### config.mk
export PLATFORM = sky130hd
export DESIGN_NAME = seg_anim_ctrl
export DESIGN_NICKNAME = d
export VERILOG_FILES = /design/src/rtl/seg_anim_ctrl.sv
export SDC_FILE = /design/constraint.sdc
export NUM_CORES = 1
export LEC_CHECK = 0
export CAP_MARGIN = 20
export CORE_MARGIN = 2
export CORE_UTILIZATION = 50
export DETAILED_ROUTE_END_ITERATION = 8
export PLACE_DENSITY = 0.74
export SETUP_SLACK_MARGIN = 0.05
export SYNTH_ARGS = -nofsm -noshare
export SYNTH_HDL_FRONTEND = slang
export SYNTH_SLANG_ARGS = --single-unit
### constraint.sdc
create_clock -name clk -period 2.4 [get_ports clk]
set_clock_uncertainty 0.15 [all_clocks]
set_input_delay 0.36 -clock clk [delete_from_list [all_inputs] [get_ports clk]]
set_output_delay 0.36 -clock clk [all_outputs]
set_load 0.02 [all_outputs]
### src/rtl/seg_anim_ctrl.sv
// Purpose: 7-segment animation controller (chase / sweep / bounce) with debounced mode buttons and a ms/step timebase.
// Latency: seg_n follows mode/frame/msg_sel by 1 clk; frame updates on the step-strobe edge; buttons settle after DEBOUNCE_MS.
// Backpressure: none, free-running; pause holds the frame while step strobes keep pulsing.
module seg_anim_ctrl #(
    parameter int CLOCK_MHZ   = 50,
    parameter int NUM_DIGITS  = 4,
    parameter int STEP_MS     = 500,
    parameter int DEBOUNCE_MS = 20
) (
    input  logic                    clk,
    input  logic                    rst_n,
    input  logic [2:0]              btn_n,
    input  logic                    pause,
    input  logic                    dir,
    input  logic [1:0]              speed,
    input  logic                    msg_sel,
    output logic [7*NUM_DIGITS-1:0] seg_n,
    output logic [1:0]              mode,
    output logic [4:0]              frame,
    output logic                    step
);

    localparam int N = NUM_DIGITS;
    localparam int SEGW = 7 * N;
    localparam logic [7:0] US_LAST = 8'(CLOCK_MHZ - 1);
    localparam logic [9:0] MS_LAST = 10'd999;
    localparam logic [7:0] DB_LAST = 8'(DEBOUNCE_MS - 1);

    typedef enum logic [1:0] {
        M_IDLE   = 2'd0,
        M_CHASE  = 2'd1,
        M_SWEEP  = 2'd2,
        M_BOUNCE = 2'd3
    } mode_t;

    mode_t mode_q, mode_d;

    logic [7:0]  us_cnt;
    logic [9:0]  ms_cnt;
    logic [10:0] step_cnt;
    logic [10:0] step_last;
    logic        us_tick, ms_tick, step_tick;

    logic [2:0]  sync1, sync2, deb;
    logic [7:0]  db_cnt [3];
    logic [2:0]  press;
    logic        mode_chg;

    logic [4:0]  frame_last, frame_nxt;
    logic [SEGW-1:0] lit;
    int          k, p;

    assign us_tick = (us_cnt == US_LAST);
    assign ms_tick = us_tick && (ms_cnt == MS_LAST);

    always_comb begin
        step_last = 11'(STEP_MS - 1);
        case (speed)
            2'b01:   step_last = 11'(STEP_MS / 2 - 1);
            2'b10:   step_last = 11'(STEP_MS / 4 - 1);
            2'b11:   step_last = 11'(STEP_MS * 2 - 1);
            default: step_last = 11'(STEP_MS - 1);
        endcase
    end

    // >= so that shortening the period mid-count fires at the next ms strobe
    assign step_tick = ms_tick && (step_cnt >= step_last);

    always_ff @(posedge clk or negedge rst_n) begin
        if (!rst_n) begin
            us_cnt   <= '0;
            ms_cnt   <= '0;
            step_cnt <= '0;
            step     <= 1'b0;
        end else begin
            us_cnt <= us_tick ? '0 : us_cnt + 8'd1;
            if (us_tick)
                ms_cnt <= ms_tick ? '0 : ms_cnt + 10'd1;
            if (mode_chg)
                step_cnt <= '0;
            else if (ms_tick)
                step_cnt <= step_tick ? '0 : step_cnt + 11'd1;
            step <= step_tick;
        end
    end

    always_ff @(posedge clk or negedge rst_n) begin
        if (!rst_n) begin
            sync1 <= '1;
            sync2 <= '1;
            deb   <= '1;
            for (int i = 0; i < 3; i++) db_cnt[i] <= '0;
        end else begin
            sync1 <= btn_n;
            sync2 <= sync1;
            for (int i = 0; i < 3; i++) begin
                if (sync2[i] == deb[i]) begin
                    db_cnt[i] <= '0;
                end else if (ms_tick) begin
                    if (db_cnt[i] == DB_LAST) begin
                        deb[i]    <= sync2[i];
                        db_cnt[i] <= '0;
                    end else begin
                        db_cnt[i] <= db_cnt[i] + 8'd1;
                    end
                end
            end
        end
    end

    // press fires on the same edge the debounced level drops to 0
    always_comb begin
        press = '0;
        for (int i = 0; i < 3; i++)
            press[i] = ms_tick && (sync2[i] != deb[i]) && (db_cnt[i] == DB_LAST) && !sync2[i];
    end

    always_ff @(posedge clk or negedge rst_n) begin
        if (!rst_n) mode_q <= M_IDLE;
        else        mode_q <= mode_d;
    end

    always_comb begin
        mode_d = mode_q;
        if (press[0])
            mode_d = (mode_q == M_CHASE) ? M_IDLE : M_CHASE;
        else if (press[1])
            mode_d = (mode_q == M_SWEEP) ? M_IDLE : M_SWEEP;
        else if (press[2])
            mode_d = (mode_q == M_BOUNCE) ? M_IDLE : M_BOUNCE;
    end

    assign mode_chg = (mode_d != mode_q);
    assign mode     = mode_q;

    always_comb begin
        frame_last = 5'd0;
        case (mode_q)
            M_CHASE:  frame_last = 5'(2 * N + 3);
            M_SWEEP:  frame_last = 5'd5;
            M_BOUNCE: frame_last = 5'(2 * N - 3);
            default:  frame_last = 5'd0;
        endcase
        if (!dir)
            frame_nxt = (frame >= frame_last) ? 5'd0 : frame + 5'd1;
        else
            frame_nxt = (frame == 5'd0) ? frame_last : frame - 5'd1;
    end

    always_ff @(posedge clk or negedge rst_n) begin
        if (!rst_n)
            frame <= '0;
        else if (mode_chg)
            frame <= '0;
        else if (step_tick && !pause)
            frame <= frame_nxt;
    end

    // lit is active-high; digit d owns bits [7d+6:7d], a..g
    always_comb begin
        lit = '0;
        k   = int'(frame);
        p   = (k < N) ? k : (2 * N - 2 - k);
        for (int d = 0; d < N; d++) begin
            case (mode_q)
                M_CHASE: begin
                    if (k == N - 1 - d)                   lit[7*d+0] = 1'b1;
                    if (d == 0 && k == N)                 lit[7*d+1] = 1'b1;
                    if (d == 0 && k == N + 1)             lit[7*d+2] = 1'b1;
                    if (k == N + 2 + d)                   lit[7*d+3] = 1'b1;
                    if (d == N - 1 && k == 2 * N + 2)     lit[7*d+4] = 1'b1;
                    if (d == N - 1 && k == 2 * N + 3)     lit[7*d+5] = 1'b1;
                end
                M_SWEEP: begin
                    for (int s = 0; s < 6; s++)
                        if (k == s) lit[7*d+s] = 1'b1;
                end
                M_BOUNCE: begin
                    if (p == N - 1 - d) lit[7*d+6] = 1'b1;
                end
                default: begin
                    if (msg_sel) lit[7*d+6] = 1'b1;
                end
            endcase
        end
    end

    always_ff @(posedge clk or negedge rst_n) begin
        if (!rst_n) seg_n <= '1;
        else        seg_n <= ~lit;
    end

endmodule

==> results.md, run 1 <==
* Worst hold path type: reg2reg
* Clock-pin slew on the worst setup and hold paths at 90 ps
* Setup slack after layout at 81.1 ps
* Antenna viol nets, final at 0
* Initial core utilization at 0.517
* TritonCTS clock tree: done
* Lkg Pwr at 2.72 nW
* IO buf count at 45
* Dpl cells at 720
* ANT cells at 0
* Initial antenna violation count at 0
* Path type of the worst setup path: reg2reg
* Synth Flop Type: dfrtp_1
* Worst vdd ir at 0.316 mV
* Number of distinct library cells after synthesis at 60
* Fraction of layout cells with a size suffix above 1 at 0.262
* Worst-Margin Slew at 689 ps
* Slowest CP cell: dfrtp_2
* RSZ-0062 raised after global routing: true
* Htree depth at 3
* Chip Width at 105 um
* Hold violation total from the final report at 0
* TritonCTS buffer count at 9
* Final min period at 2320 ps
* Max-Cap Viols at 0
* Synthesized cell area at 5050 um2
* Core area at 9770 um2
* Die Ht at 105 um
* I/O pin cnt at 46
* Critical path's top delay family: compound AO/OA/AOI/OAI gates
* Global-route wire length before repair at 18500 um
* Vias in the first global route at 3959
* Wire per inst at 15.0 um
* Final worst-path cycle share at 0.966
* Async set-reset flop share out of synthesis at 1.00
* Finished Layout Cells at 751
* Final layout net count at 654
* Total gr overflow at 0
* Clk buf depth at 2
* Critical path arrival at 2460 ps
* Post-Synthesis Cells at 525
* Final Setup Violations at 0
* Slew HR at 0.534
* Sequential share of the synthesized area at 0.453
* CTS Sinks at 90
* 1st-iter DRT viols at 175
* Pin count of the biggest net entering global routing at 39
* Worst Setup Start Kind: register
* Post-synth EDFFs at 0
* CP bufs+invs at 2
* Crit-path cells: inv_4, ha_2, inv_2, ha_1, a21o_1, a21o_4, a2111oi_4, o21ai_1, a21oi_1
* Vias at 4268
* Total power at 0.00280 W
* Gr usage total at 0.205
* Residual DRC at 0
* F_max at 431 MHz
* Status: finished clean
* DRT Pass-1 Iters at 5
* Power per Cell Area at 432 nW/um2
* Largest fanout on the critical path at 5
* CTS root buffer: clkbuf_8
* Syn_nets at 566
* # rows at 36
* Worst EP required at 2540 ps
* Critical Path Max Stage Delay at 430 ps
* Dpl ws at -606 ps
* Worst-Skew Late Latency at 370 ps
* Die footprint at 10900 um2
* Area grow syn2layout at 28.5%
* Via density at 5.68
* Yosys reg bits at 90
* Fin Setup TNS at 0 ps
* HPWL Detailed at 7840 um
* Final WL at 11200 um
* Gpl congestion at 0.861
* Worst setup EP type: register
* Avg Inst Size Synth at 9.62 um2
* YS warnings at 0
* Max-slew violation count at 0
[final cells by class]
class / count / area [um2]
Tap cell: 133 / 166
Inverter: 21 / 83.8
Sequential cell: 90 / 2290
Multi-Input combinational cell: 393 / 2860
Clock buffer: 9 / 124
Timing Repair Buffer: 98 / 877
Fill cell: 756 / 3280
Clock inverter: 7 / 92.6
[state kept, by name (all words and copies together) (netlist names)]
register / cells
db_cnt: 24
deb: 3
frame: 5
mode: 2
ms_cnt: 10
seg_n: 20
step: 1
step_cnt: 11
sync1: 3
sync2: 3
us_cnt: 8
[synthesized netlist by cell type (2+ instances only)]
| cell type | instances | area share |
|---|---|---|
| and2_1 | 5 | 0.0062 |
| nand2_1 | 66 | 0.049 |
| nor3b_2 | 2 | 0.0050 |
| a31oi_1 | 2 | 0.0025 |
| nand4b_1 | 2 | 0.0035 |
| buf_2 | 5 | 0.0050 |
| o211ai_1 | 3 | 0.0045 |
| nor2b_1 | 7 | 0.0087 |
| o22ai_1 | 2 | 0.0025 |
| a41oi_1 | 3 | 0.0052 |
| inv_1 | 21 | 0.016 |
| o31ai_1 | 6 | 0.0089 |
| nor2_1 | 39 | 0.029 |
| and3_1 | 17 | 0.021 |
| xnor2_1 | 14 | 0.024 |
| and4_1 | 2 | 0.0035 |
| a211oi_1 | 6 | 0.0089 |
| nor3b_1 | 2 | 0.0030 |
| dfstp_2 | 29 | 0.15 |
| nor3_1 | 4 | 0.0040 |
| nand2b_1 | 6 | 0.0074 |
| dfrtp_1 | 61 | 0.30 |
| nor3_2 | 5 | 0.0099 |
| ha_1 | 31 | 0.077 |
| o21ai_1 | 16 | 0.016 |
| o21ai_0 | 26 | 0.026 |
| a21o_1 | 4 | 0.0059 |
| mux2_1 | 2 | 0.0045 |
| nand3_1 | 37 | 0.037 |
| buf_4 | 8 | 0.012 |
| a21oi_1 | 25 | 0.025 |
| nand4_1 | 15 | 0.019 |
| a211oi_2 | 3 | 0.0074 |
| xor2_1 | 11 | 0.019 |
| nor4_1 | 3 | 0.0037 |
| or3_1 | 2 | 0.0025 |
| clkbuf_1 | 7 | 0.0052 |
| or4_1 | 2 | 0.0030 |
| a2111oi_0 | 2 | 0.0035 |
| nor4b_4 | 2 | 0.0094 |
[layout by cell type (no fill, tap or decap), types with 6 or more instances in the layout]
master	Yosys	layout
nand2_1	66	66
dfrtp_1	61	58
buf_4	8	46
clkdlybuf4s50_1	0	42
nor2_1	39	38
nand3_1	37	35
dfstp_2	29	29
o21ai_0	26	23
a21oi_1	25	22
ha_1	31	22
o21ai_1	16	18
inv_1	21	16
and3_1	17	15
nand4_1	15	15
xnor2_1	14	14
xor2_1	11	11
clkbuf_8	0	9
nor2b_1	7	7
o31ai_1	6	6
buf_6	1	6
[power by group]
group / leakage [nW] / internal [W] / switching, W
Combinational: 1.53 / 0.0000514 / 0.0000794
Clock: 0.103 / 0.000584 / 0.000553
Sequential: 1.09 / 0.00153 / 0.00000407
[worst paths after layout]
kind | from | endpoint | slack [ps] | depth (start not counted)
min in group asynchronous | rst_n | step_cnt[7] | 330 | 2
min | sync1[1] | sync2[1] | 210 | 0
max reg2reg | mode[1] | frame[3] | 80 | 9
min reg2reg | sync1[1] | sync2[1] | 210 | 0
max in group asynchronous | rst_n | seg_n[13] | 1100 | 3
max | mode[1] | frame[3] | 80 | 9
[routing by layer]
layer  GRT usage  share of wire  up-vias  routed length (um)
met5           0              0        -                   0
met4      0.0695          0.017        0                 188
met3      0.0313          0.039       16                 435
met2       0.339           0.50      100                5620
met1       0.275           0.44     2105                5010
li1            -              -     2047                   -
[cell families after synthesis]
kind of cell,share of synthesized area
simple gates,0.237
compound gates,0.142
flops,0.453
buf+inv,0.0399
fa+ha+maj,0.0768
xor+xnor,0.0433
mux,0.00867
[stage by stage]
stage	hold WS [ps]	instance area, um2	utilization
floorplan	-85.6	5060	-
global placement	187	5850	0.599
detailed placement	187	5850	0.599
CTS	212	6200	0.634
global route	213	6490	0.664
finish	210	6490	0.664
[timing repair]
item	CTS	global route
setup endpoints to repair	17	37
gates cloned	1	0
resized for setup	22	49
hold endpoints to repair	32	0
buffers inserted	4	9
hold buffers	1	0
pin swaps	12	16
(Power assumes the default switching activity.)
==> run 2: changes to the inputs <==
- SKIP_CTS_REPAIR_TIMING: not set -> 1
==> results.md, run 2 (synthesized netlist as in run 1, its figures left out) <==
* Critical path's top delay family: compound AO/OA/AOI/OAI gates
* F_max at 437 MHz (+1.4%)
* Most frequent CP cell: inv_2
* RR Startpoint: mode[1]
* Cell Area, Placed at 5850 um2 (unchanged)
* Cells on worst reg2reg path at 9 (unchanged)
* Chip Width at 105 um (unchanged)
* HPWL Detailed at 7840 um (unchanged)
* Core area at 9770 um2 (unchanged)
* Htree depth at 3 (unchanged)
* Reg with most FFs: db_cnt
* Total gr overflow at 0 (unchanged)
* Critical path depth in cells at 9 (unchanged)
* Die Ht at 105 um (unchanged)
* Dpl cells at 720 (unchanged)
* Clock-pin slew on the worst setup and hold paths at 90 ps (about the same)
* Crit-path cells: inv_2, ha_2, inv_2, ha_1, a21o_1, a21o_4, a2111oi_4, o21ai_1, a21oi_1
* IO buf count at 45 (unchanged)
* Critical Path Max Stage Delay at 420 ps (about the same)
* TritonCTS buffer count at 9 (unchanged)
* Hold violation total from the final report at 0 (unchanged)
* Path type of the worst setup path: reg2reg
* Critical path arrival at 2440 ps (-20 ps)
* Vias in the first global route at 3916 (-1.1%)
* Fin area at 6430 um2 (-0.96%)
* I/O pin cnt at 46 (unchanged)
* Global-route wire length before repair at 18100 um (-1.8%)
* ANT cells at 0 (unchanged)
* Worst vdd ir at 0.314 mV (-0.62%)
* Largest registers: db_cnt x24, seg_n x20, step_cnt x11
* TritonCTS clock tree: done
* CTS Sinks at 90 (unchanged)
* Slew HR at 0.536 (+0.00182)
* Die footprint at 10900 um2 (unchanged)
* Largest fanout on the critical path at 5 (unchanged)
* Initial core utilization at 0.517 (unchanged)
* Max-slew violation count at 0 (unchanged)
* Max FFs per register at 24 (unchanged)
* Reg area at 2290 um2 (about the same)
* Final worst-path cycle share at 0.953 (-0.0130)
* Wire per inst at 15.0 um (-0.11%)
* Final Setup Violations at 0 (unchanged)
* Hold path start: sync1[1]
* Status: finished clean
* Power per Cell Area at 434 nW/um2 (+0.50%)
* Fill count at 760 (+0.53%)
* Finished Layout Cells at 748 (-0.40%)
* CTS root buffer: clkbuf_8
* Final min period at 2290 ps (-31.1 ps)
* 1st-iter DRT viols at 199 (+14%)
* Antenna viol nets, final at 0 (unchanged)
* Final WL at 11200 um (-0.51%)
* Gpl congestion at 0.861 (unchanged)
* Max-Cap Viols at 0 (unchanged)
* Fraction of layout cells with a size suffix above 1 at 0.249 (-0.0134)
* Worst hold path type: reg2reg
* CP bufs+invs at 2 (unchanged)
* Multi-input gate area at 2820 um2 (-1.4%)
* Hold path depth at 0 (unchanged)
* Vias at 4199 (-1.6%)
* # rows at 36 (unchanged)
* Worst-Skew Late Latency at 370 ps (about the same)
* Via density at 5.61 (-1.2%)
* RSZ-0062 raised after global routing: false
* Initial antenna violation count at 0 (unchanged)
* Worst-Margin Slew at 686 ps (-2.68 ps)
* Area grow syn2layout at 27.3%
* Clk buf depth at 2 (unchanged)
* Worst Setup Start Kind: register
* Slowest CP cell: dfrtp_2
* Most frequent cells in the layout: nand2_1 (66), dfrtp_1 (59), buf_4 (45)
* Worst Setup SP: mode[1]
* Lkg Pwr at 2.72 nW (-0.18%)
* Most common library cell in the layout ignoring fill and taps: nand2_1
* Pin count of the biggest net entering global routing at 39 (unchanged)
* Final layout net count at 651 (-0.46%)
* Residual DRC at 0 (unchanged)
* Gr usage total at 0.200 (-0.00430)
* DRT Pass-1 Iters at 4 (-1)
* Worst setup EP type: register
* Worst EP required at 2550 ps (about the same)
-- run 2: layer usage --
| metal | vias up | wire length (um) | GRT usage |
|---|---|---|---|
| li1 | 2045 | - | - |
| met1 | 2044 | 4940 | 0.271 |
| met2 | 96 | 5610 | 0.330 |
| met3 | 14 | 477 | 0.0313 |
| met4 | 0 | 170 | 0.0666 |
| met5 | - | 0 | 0 |
-- run 2: final timing paths --
check                             to  slack (ps)
min in group asynchronous       step         320
max in group asynchronous  seg_n[21]        1100
hold reg to reg             sync2[1]         210
hold / removal              sync2[1]         210
setup / recovery            frame[3]         110
setup reg to reg            frame[3]         110
-- run 2: cell type report --
class | instances | area share
Multi-Input combinational cell | 393 | 0.438
Sequential cell | 90 | 0.356
Clock buffer | 9 | 0.0193
Timing Repair Buffer | 95 | 0.133
Inverter | 21 | 0.0126
Clock inverter | 7 | 0.0144
Tap cell | 133 | 0.0259
-- run 2: metrics by stage --
step                      power (W)  TNS, ps  hold WS, ps  worst slack [ps]   util
after floorplan             0.00161        0        -85.6              21.9      -
after global routing        0.00289        0          213              31.0  0.658
after detailed placement    0.00168    -8550          187              -606  0.599
after CTS                   0.00281    -2200         -213              -227  0.621
after global placement      0.00168    -7210          187              -508  0.599
final                       0.00279        0          210               112  0.658
-- run 2: worst register-to-register path, stage by stage (launching register included) --
cell and delay [ps]:
dfrtp_2 420, inv_2 100, ha_2 190, inv_2 70
ha_1 270, a21o_1 190, a21o_4 250, a2111oi_4 360
o21ai_1 110, a21oi_1 120
-- run 2: where the power goes --
part	total (W)	leakage (nW)	internal, W	switching (W)
clock	0.00113	0.103	0.000584	0.000546
sequential	0.00154	1.09	0.00153	0.00000408
combinational	0.000125	1.52	0.0000475	0.0000776
total	0.00279	2.72	0.00216	0.000628
